[src/rtl/spi_flash_reader.sv]
`default_nettype none
// ============================================================================
// Module      : spi_flash_reader
// Description : Burst reader for serial NOR flash. A burst is started from
//               IDLE. It selects the flash and sends the read command, a
//               24-bit address, an optional dummy byte and then one 0x00
//               byte per data byte through an external SPI byte engine. Each
//               received data byte is presented on rd_data with a one-cycle
//               rd_valid strobe. The burst ends with a one-cycle done pulse.
//
//               Build option SPI_FLASH_READER_FAST_READ_EN:
//                 defined   -> FAST_READ (0x0B) plus one discarded dummy byte
//                 undefined -> READ (0x03), no dummy byte
//
// Ports       : clk        system clock, rising edge
//               reset      synchronous active-high reset
//               start      request a burst (sampled in IDLE only)
//               addr[23:0] flash byte address, captured on start
//               len[7:0]   byte count, captured on start, 0 means 256
//               busy       burst in progress
//               done       one-cycle pulse at end of burst
//               rd_data    received data byte
//               rd_valid   one-cycle strobe qualifying rd_data
//               cs_n       flash chip select, active low
//               spi_start  one-cycle byte request to the SPI byte engine
//               spi_tx     byte to transmit, held until the next request
//               spi_busy   SPI byte engine busy
//               spi_rx     byte received, valid when spi_busy falls
// Revision    : 1.0 - initial release
// ============================================================================
module spi_flash_reader #(
  parameter int CS_SETUP_CYCLES = 2,
  parameter int CS_HOLD_CYCLES  = 2
) (
  input  logic        clk,
  input  logic        reset,
  input  logic        start,
  input  logic [23:0] addr,
  input  logic [7:0]  len,
  output logic        busy,
  output logic        done,
  output logic [7:0]  rd_data,
  output logic        rd_valid,
  output logic        cs_n,
  output logic        spi_start,
  output logic [7:0]  spi_tx,
  input  logic        spi_busy,
  input  logic [7:0]  spi_rx
);

`ifdef SPI_FLASH_READER_FAST_READ_EN
  localparam logic [7:0] c_CMD       = 8'h0B;
  localparam logic [2:0] c_HDR_BYTES = 3'd5;  // cmd + 3 addr + dummy
`else
  localparam logic [7:0] c_CMD       = 8'h03;
  localparam logic [2:0] c_HDR_BYTES = 3'd4;  // cmd + 3 addr
`endif

  // Last timer value of SETUP / HOLD; a zero cycle count still gives one cycle.
  localparam logic [15:0] c_SETUP_LAST = 16'((CS_SETUP_CYCLES > 1) ? CS_SETUP_CYCLES - 1 : 0);
  localparam logic [15:0] c_HOLD_LAST  = 16'((CS_HOLD_CYCLES  > 1) ? CS_HOLD_CYCLES  - 1 : 0);

  localparam logic [2:0] S_IDLE      = 3'd0;
  localparam logic [2:0] S_SETUP     = 3'd1;
  localparam logic [2:0] S_ISSUE     = 3'd2;
  localparam logic [2:0] S_WAIT_ACK  = 3'd3;
  localparam logic [2:0] S_WAIT_DONE = 3'd4;
  localparam logic [2:0] S_NEXT      = 3'd5;
  localparam logic [2:0] S_HOLD      = 3'd6;
  localparam logic [2:0] S_FINISH    = 3'd7;

  logic [2:0]  r_state;
  logic [23:0] r_addr;
  logic [8:0]  r_remaining;
  // Index of the byte in flight. It saturates at c_HDR_BYTES, so every
  // value at or above the header length denotes a data byte.
  logic [2:0]  r_idx;
  logic [15:0] r_timer;

  logic [2:0]  w_idx_next;
  logic [7:0]  w_tx_next;
  logic        w_is_data;

  assign w_is_data = (r_idx >= c_HDR_BYTES);

  // Index and transmit byte of the next transfer to be issued.
  always_comb begin
    w_idx_next = r_idx;
    if (r_state == S_SETUP) begin
      w_idx_next = 3'd0;
    end else if (r_idx < c_HDR_BYTES) begin
      w_idx_next = r_idx + 3'd1;
    end

    w_tx_next = 8'h00;  // dummy and data bytes shift out zeros
    case (w_idx_next)
      3'd0:    w_tx_next = c_CMD;
      3'd1:    w_tx_next = r_addr[23:16];
      3'd2:    w_tx_next = r_addr[15:8];
      3'd3:    w_tx_next = r_addr[7:0];
      default: w_tx_next = 8'h00;
    endcase
  end

  always_ff @(posedge clk) begin
    if (reset) begin
      r_state     <= S_IDLE;
      r_addr      <= 24'h000000;
      r_remaining <= 9'd0;
      r_idx       <= 3'd0;
      r_timer     <= 16'd0;
      cs_n        <= 1'b1;
      busy        <= 1'b0;
      done        <= 1'b0;
      rd_valid    <= 1'b0;
      rd_data     <= 8'h00;
      spi_start   <= 1'b0;
      spi_tx      <= 8'h00;
    end else begin
      // Single-cycle strobes default low.
      done      <= 1'b0;
      rd_valid  <= 1'b0;
      spi_start <= 1'b0;

      case (r_state)
        S_IDLE: begin
          if (start) begin
            r_addr      <= addr;
            r_remaining <= (len == 8'd0) ? 9'd256 : {1'b0, len};
            r_timer     <= 16'd0;
            cs_n        <= 1'b0;
            busy        <= 1'b1;
            r_state     <= S_SETUP;
          end
        end

        S_SETUP: begin
          if (r_timer == c_SETUP_LAST) begin
            r_idx     <= w_idx_next;
            spi_tx    <= w_tx_next;
            spi_start <= 1'b1;
            r_state   <= S_ISSUE;
          end else begin
            r_timer <= r_timer + 16'd1;
          end
        end

        // spi_start is high for exactly this one cycle.
        S_ISSUE: begin
          r_state <= S_WAIT_ACK;
        end

        S_WAIT_ACK: begin
          if (spi_busy) begin
            r_state <= S_WAIT_DONE;
          end
        end

        // Received byte is only forwarded for data bytes; header and
        // dummy bytes are dropped here.
        S_WAIT_DONE: begin
          if (!spi_busy) begin
            if (w_is_data) begin
              rd_data     <= spi_rx;
              rd_valid    <= 1'b1;
              r_remaining <= r_remaining - 9'd1;
            end
            r_state <= S_NEXT;
          end
        end

        S_NEXT: begin
          if (w_is_data && (r_remaining == 9'd0)) begin
            r_timer <= 16'd0;
            r_state <= S_HOLD;
          end else begin
            r_idx     <= w_idx_next;
            spi_tx    <= w_tx_next;
            spi_start <= 1'b1;
            r_state   <= S_ISSUE;
          end
        end

        S_HOLD: begin
          if (r_timer == c_HOLD_LAST) begin
            cs_n    <= 1'b1;
            busy    <= 1'b0;
            done    <= 1'b1;
            r_state <= S_FINISH;
          end else begin
            r_timer <= r_timer + 16'd1;
          end
        end

        // start is not looked at here, which guarantees at least the
        // FINISH cycle with cs_n high between consecutive bursts.
        S_FINISH: begin
          r_state <= S_IDLE;
        end

        default: begin
          r_state <= S_IDLE;
        end
      endcase
    end
  end

endmodule
`default_nettype wire
[config.mk]
export PLATFORM = sky130hd
export DESIGN_NAME = spi_flash_reader
export DESIGN_NICKNAME = d
export VERILOG_FILES = /design/src/rtl/spi_flash_reader.sv
export SDC_FILE = /design/constraint.sdc
export NUM_CORES = 1
export LEC_CHECK = 0
export CAP_MARGIN = 20
export CORE_MARGIN = 10
export CORE_UTILIZATION = 47
export CTS_CLUSTER_DIAMETER = 100
export CTS_CLUSTER_SIZE = 10
export DETAILED_ROUTE_END_ITERATION = 8
export PLACE_DENSITY = 0.75
export SYNTH_ARGS = -nofsm -noshare
export SYNTH_HDL_FRONTEND = slang
export SYNTH_SLANG_ARGS = --single-unit
[constraint.sdc]
create_clock -name clk -period 2.22 [get_ports clk]
set_input_delay 0.333 -clock clk [delete_from_list [all_inputs] [get_ports clk]]
set_output_delay 0.333 -clock clk [all_outputs]
set_load 0.005 [all_outputs]
# ---- After elaboration in Yosys (flattened, before gate mapping)
# Cells that the tools add are included.
dict set report totals {
  reg_bits 76
  input_bits 44
  out_inout_bits 21
  word_cells 94
}
dict set report op_classes {
  addsub 3
  order_cmp 2
  n_eq_ne 20
  n_mux 35
  bitwise 3
  n_reduce_logical 19
}
# op count
set ops {}
lappend ops {{$mux W16} 3}
lappend ops {{$pmux W16 S3} 1}
lappend ops {{$mux W9} 4}
lappend ops {{$pmux W8 S4} 1}
lappend ops {{$mux W3} 10}
lappend ops {{$pmux W3 S8} 1}
lappend ops {{$pmux W9 S2} 1}
lappend ops {{$add A16 B1 Y16 const B} 1}
lappend ops {{$eq A16 B1 Y1 const B} 1}
lappend ops {{$mux W8} 2}
lappend ops {{$ne A2 B2 Y1 const B} 8}
lappend ops {{$pmux W8 S2} 1}
lappend ops {{$eq A3 B2 Y1 const B} 4}
lappend ops {{$eq A3 B3 Y1 const B} 4}
lappend ops {{$logic_not A9 Y1} 1}
lappend ops {{$reduce_and A3 Y1} 3}
lappend ops {{$sub A9 B1 Y9 const B} 1}
lappend ops {{$logic_not A8 Y1} 1}
lappend ops {{$reduce_and A4 Y1} 2}
lappend ops {{$mux W1} 7}
lappend ops {{$eq A3 B1 Y1 const B} 2}
lappend ops {{$logic_not A3 Y1} 2}
lappend ops {{$pmux W1 S2} 3}
lappend ops {{$pmux W3 S2} 1}
lappend ops {{other kinds (12)} 17}

# ---- Longest topological paths before layout
dict set report logic_depth {
  word_depth 7
  depth_mapped 9
  ltp_nobuf 7
}

# ---- Worst setup path before layout
# Ideal clock, no wire load.
dict set report synth_path {
  path_kind {flip-flop to flip-flop}
  startpoint {register r_remaining[0]}
  endpoint {register r_timer[11]}
  setup_ns 0.059
  t_arrival_ns 2.094
  required_time_ns 2.161
  setup_slack_ns 0.067
  path_stages_with_launch 9
  path_buffers 1
  synth_period_minus_slack_ns 2.153
  cell_sequence {dfxtp_1 > inv_1 > ha_1 > or4b_4 > nor4_4 > a211oi_2 > buf_6 > or4_1 > nand2_1}
}
dict set report synth_between {
  elab_chain_cells 4
}
# element line
set synth_rtl {}
lappend synth_rtl {{start, declared} 74} ;# logic [8:0] r_remaining;
lappend synth_rtl {{start signal, assigned} 129} ;# r_remaining <= (len == 8'd0) ? 9'd256 : {1'b0, len};
lappend synth_rtl {{start signal, assigned} 166} ;# r_remaining <= r_remaining - 9'd1;
lappend synth_rtl {{$logic_not A9 Y1} 173} ;# if (w_is_data && (r_remaining == 9'd0)) begin
lappend synth_rtl {{$logic_and A1 B1 Y1} 173}
lappend synth_rtl {{$ne A2 B2 Y1 (no line)} --}
lappend synth_rtl {{$reduce_and A4 Y1 (no line)} --}
lappend synth_rtl {{end signal, assigned} 144} ;# r_timer <= r_timer + 16'd1;
lappend synth_rtl {{end signal, assigned} 191} ;# r_timer <= r_timer + 16'd1;
lappend synth_rtl {{end, declared} 78} ;# logic [15:0] r_timer;
# No other way between the ends.
# A chain may end at the register's enable or synchronous reset.

# ---- Worst setup path after layout
dict set report layout_path {
  startpoint {register r_remaining[1]}
  endpoint {register r_timer[14]}
}
# The elaborated chain is that of the path after synthesis.

==> results <==
cell usage after synthesis (5+ instances only):
cell | number | area [sq um]
o31ai_1 | 7 | 52.55
inv_1 | 7 | 26.28
mux2_2 | 8 | 90.09
or4_1 | 9 | 67.56
a22oi_1 | 9 | 67.56
or3_1 | 6 | 37.54
clkbuf_1 | 24 | 90.09
dfxtp_1 | 76 | 1521
ha_1 | 5 | 62.56
o2bb2ai_1 | 6 | 52.55
nand2_1 | 74 | 277.8
nor4_1 | 7 | 43.79
nor2_1 | 40 | 150.1
nor3_1 | 12 | 60.06
mux2i_1 | 9 | 90.09
nand3_1 | 9 | 45.04
a21oi_1 | 43 | 215.2
o21ai_0 | 16 | 80.08
cell families (layout without fill, tap and decap cells):
kind of cell               Yosys count  count (layout)
buffers and inverters               38             129
DFF                                 76              76
and+or+nand+nor                    190             190
muxes                               17              17
adders and majority gates            5               5
AOI/OAI and AO/OA                  112             112
per-stage QoR:
| step | TNS [ns] | cell area (sq um) | utilization | setup slack [ns] |
|---|---|---|---|---|
| floorplan | 0 | 3616 | - | 0.06703 |
| global placement | -0.1673 | 4501 | 0.6107 | -0.03483 |
| detailed placement | -0.4153 | 4501 | 0.6107 | -0.08669 |
| CTS | -0.08555 | 4691 | 0.6365 | -0.02294 |
| global route | -0.7010 | 4856 | 0.6589 | -0.1478 |
| finish | -0.1417 | 4856 | 0.6589 | -0.06318 |
worst reg2reg max path: stages (launching register included):
cell and delay (ns):
dfxtp_2 0.33, inv_2 0.07, ha_4 0.13, or4b_4 0.47, nor4_4 0.34, a211oi_4 0.10
clkbuf_16 0.17, or4_1 0.49, a21oi_1 0.12
cell type report:
cell class                      instances  area (sq um)
Fill cell                             624          2514
Multi-Input combinational cell        324          2024
Sequential cell                        76          1524
Timing Repair Buffer                  105         968.4
Clock buffer                            9         123.9
Tap cell                               99         123.9
Clock inverter                          7         58.81
Inverter                                8         32.53
routing by layer:
layer,global-route usage,up-vias
met3,0.05689,11
li1,-,1742
met2,0.2463,114
met1,0.1977,1642
met4,0.05725,0
met5,0,-
where the power goes:
part | total, mW | internal, mW | leakage, nW | switching, mW
clock network | 0.982 | 0.425 | 0.0925 | 0.557
logic | 0.571 | 0.292 | 1.10 | 0.279
registers | 1.46 | 1.42 | 0.619 | 0.0390
registers in the layout, summed over array words and instances (netlist names):
register and cells:
spi_tx 8, r_state 3, rd_data 8, spi_start 1, r_addr 24, rd_valid 1, r_timer 16, done 1
cs_n 1, r_remaining 9, busy 1, r_idx 3
repair_timing:
action,4_1_cts,5_1_grt
hold buffers,0,0
cloned,0,2
resized for setup,0,25
pin swaps,3,20
endpoints found under the setup margin,7,21
setup buffers,1,3
endpoints found under the hold margin,0,0
how the worst max path moves through the flow:
stage               slack, ns     endpoint  cells after the start
finish                  -0.06  r_timer[14]                      8
global route            -0.15  r_timer[14]                      8
CTS                     -0.02  r_timer[15]                      8
detailed placement      -0.09   r_timer[8]                      8
global placement        -0.03  r_timer[14]                      8
floorplan                0.07  r_timer[11]                      8
==> reports/metrics.csv <==
stage,metric,value,unit
status,status,"complete, but fails checks",
status,violated checks,negative setup slack,
power_and_ir_drop,Tot Pwr,3.012,mW
finish,area delta synth->final,34.29,%
timing,Final period util,1.028,
worst_setup_path,reg2reg start,r_remaining[1],
drt,ANT nets after route,0,
global_routing,largest net degree at the start of global routing,38,
cts,cts bufs inserted,9,
finish,Nets,573,
floorplan,FP Rows,31,
global_routing,initial antenna violation count,0,
worst_setup_path,R2R cell count,8,
place,gp weighted congestion,0.8405,
min_path,hold crit path type,flip-flop to flip-flop,
yosys,largest family of logic cells by synthesized area,simple AND/OR/NAND/NOR gates,
timing,worst clock skew,0.01362,ns
yosys,asr flop ratio synth,0,
yosys,number of synthesized flops with an enable pin,0,
drt,wire per inst,14.99,um
worst_setup_path,Critical Path Source,r_remaining[1],
yosys,distinct cell type count after synthesis,57,
worst_setup_path,r2r endpoint,r_timer[14],
worst_setup_path,Setup crit start kind,flip-flop,
timing,Hold Fails Final Rpt,0,
timing,fin. max-slew vios,0,
finish,fin cells,628,
cts,clock sink count,76,
timing,worst rel slew slack,0.6419,
worst_setup_path,worst path bufs/invs,2,
cts,clk_lat worst skew,0.35,ns
yosys,XOR/XNOR share of the synthesized area,0,
worst_setup_path,largest fanout on the critical path,6,
yosys,register area share after synthesis,0.4208,
floorplan,core area,7370,sq um
drt,top layer in use,met4,
worst_setup_path,cell with the largest stage delay on the worst path,or4_1,
cts,TritonCTS clock tree,done,
drt,DRC,0,
global_routing,GR Overflow Total,0,
timing,Worst Max-Slew Pin Slew,0.5355,ns
power_and_ir_drop,Peak supply drop,0.0002638,V
worst_setup_path,Critical Path AT,2.57,ns
drt,met3 routed WL,683,um
place,port bufs,64,
job,max-cap viol count,0,
yosys,Synth Cell Area,3616,sq um
global_routing,vias in the first global route,3336,
worst_setup_path,critical path cell sequence,inv_2 -> ha_4 -> or4b_4 -> nor4_4 -> a211oi_4 -> clkbuf_16 -> or4_1 -> a21oi_1,
drt,routed wire length on met2,4261,um
power_and_ir_drop,leakage,1.808,nW
floorplan,Top-Level Pins,65,
yosys,post-synthesis register bit count,76,
finish,Antenna diodes,0,
yosys,Yosys warnings,0,
floorplan,Die ar.,11600,sq um
drt,wl on met1,4316,um
place,placed cell count,606,
drt,1st-pass router iterations,7,
drt,drt total wl,9412,um
yosys,Main synth FF type,dfxtp_1,
cts,clock buffer depth,2,
finish,"most common cell after layout, fill and taps aside",dfxtp_1,
timing,endpoints failing setup,4,
floorplan,Chip Height,107.7,um
finish,most frequent cells in the layout,"74 x dfxtp_1, 73 x nand2_1, 63 x clkdlybuf4s50_1",
worst_setup_path,Crit path max-delay family,simple AND/OR/NAND/NOR gates,
timing,minimum clock period,2.283,ns
finish,layout cell share with drive strength beyond 1,0.1834,
worst_setup_path,"Req. time, crit path",2.50,ns
min_path,hold path depth,2,
timing,RSZ-0062 raised after global routing,yes,
cts,clock-pin slew on the worst setup and hold paths,0.09,ns
global_routing,GRT Overall Usage,0.1588,
global_routing,first-pass GRT wire length,15440,um
yosys,Synth Area in Adders,0.01730,
timing,PnR worst setup slack,-0.06318,ns
worst_setup_path,Critical Path End Type,flip-flop,
worst_setup_path,internal reg-to-reg setup slack,-0.06,ns
yosys,cell count after synthesis,438,
floorplan,Initial Util,0.4907,
min_path,worst hold start,cs_n,
place,DP Wirelength,6453,um
drt,vias post-DR,3509,
yosys,syn avg cell area,8.256,sq um
yosys,Simple-Gate Fraction of Synth Area,0.2612,
drt,initial detailed-routing violation count,209,
cts,Root Buffer,clkbuf_8,
drt,via/cell ratio,5.588,
yosys,syn nets,487,
min_path,Hold Path Sink,cs_n,
timing,Fin Hold WS,0.4479,ns
cts,H-Tree Depth,3,
yosys,mux cell area share after synthesis,0.04983,
yosys,Compound-Gate Fraction of Synth Area,0.2003,
power_and_ir_drop,pwr/cell area,620.3,nW/um^2
worst_setup_path,Worst path max stage delay,0.49,ns
timing,fmax,438.0,MHz
worst_setup_path,Crit Path Category,flip-flop to flip-flop,
floorplan,die span in x,107.7,um
No activity file was read; power rests on OpenSTA's default activity.
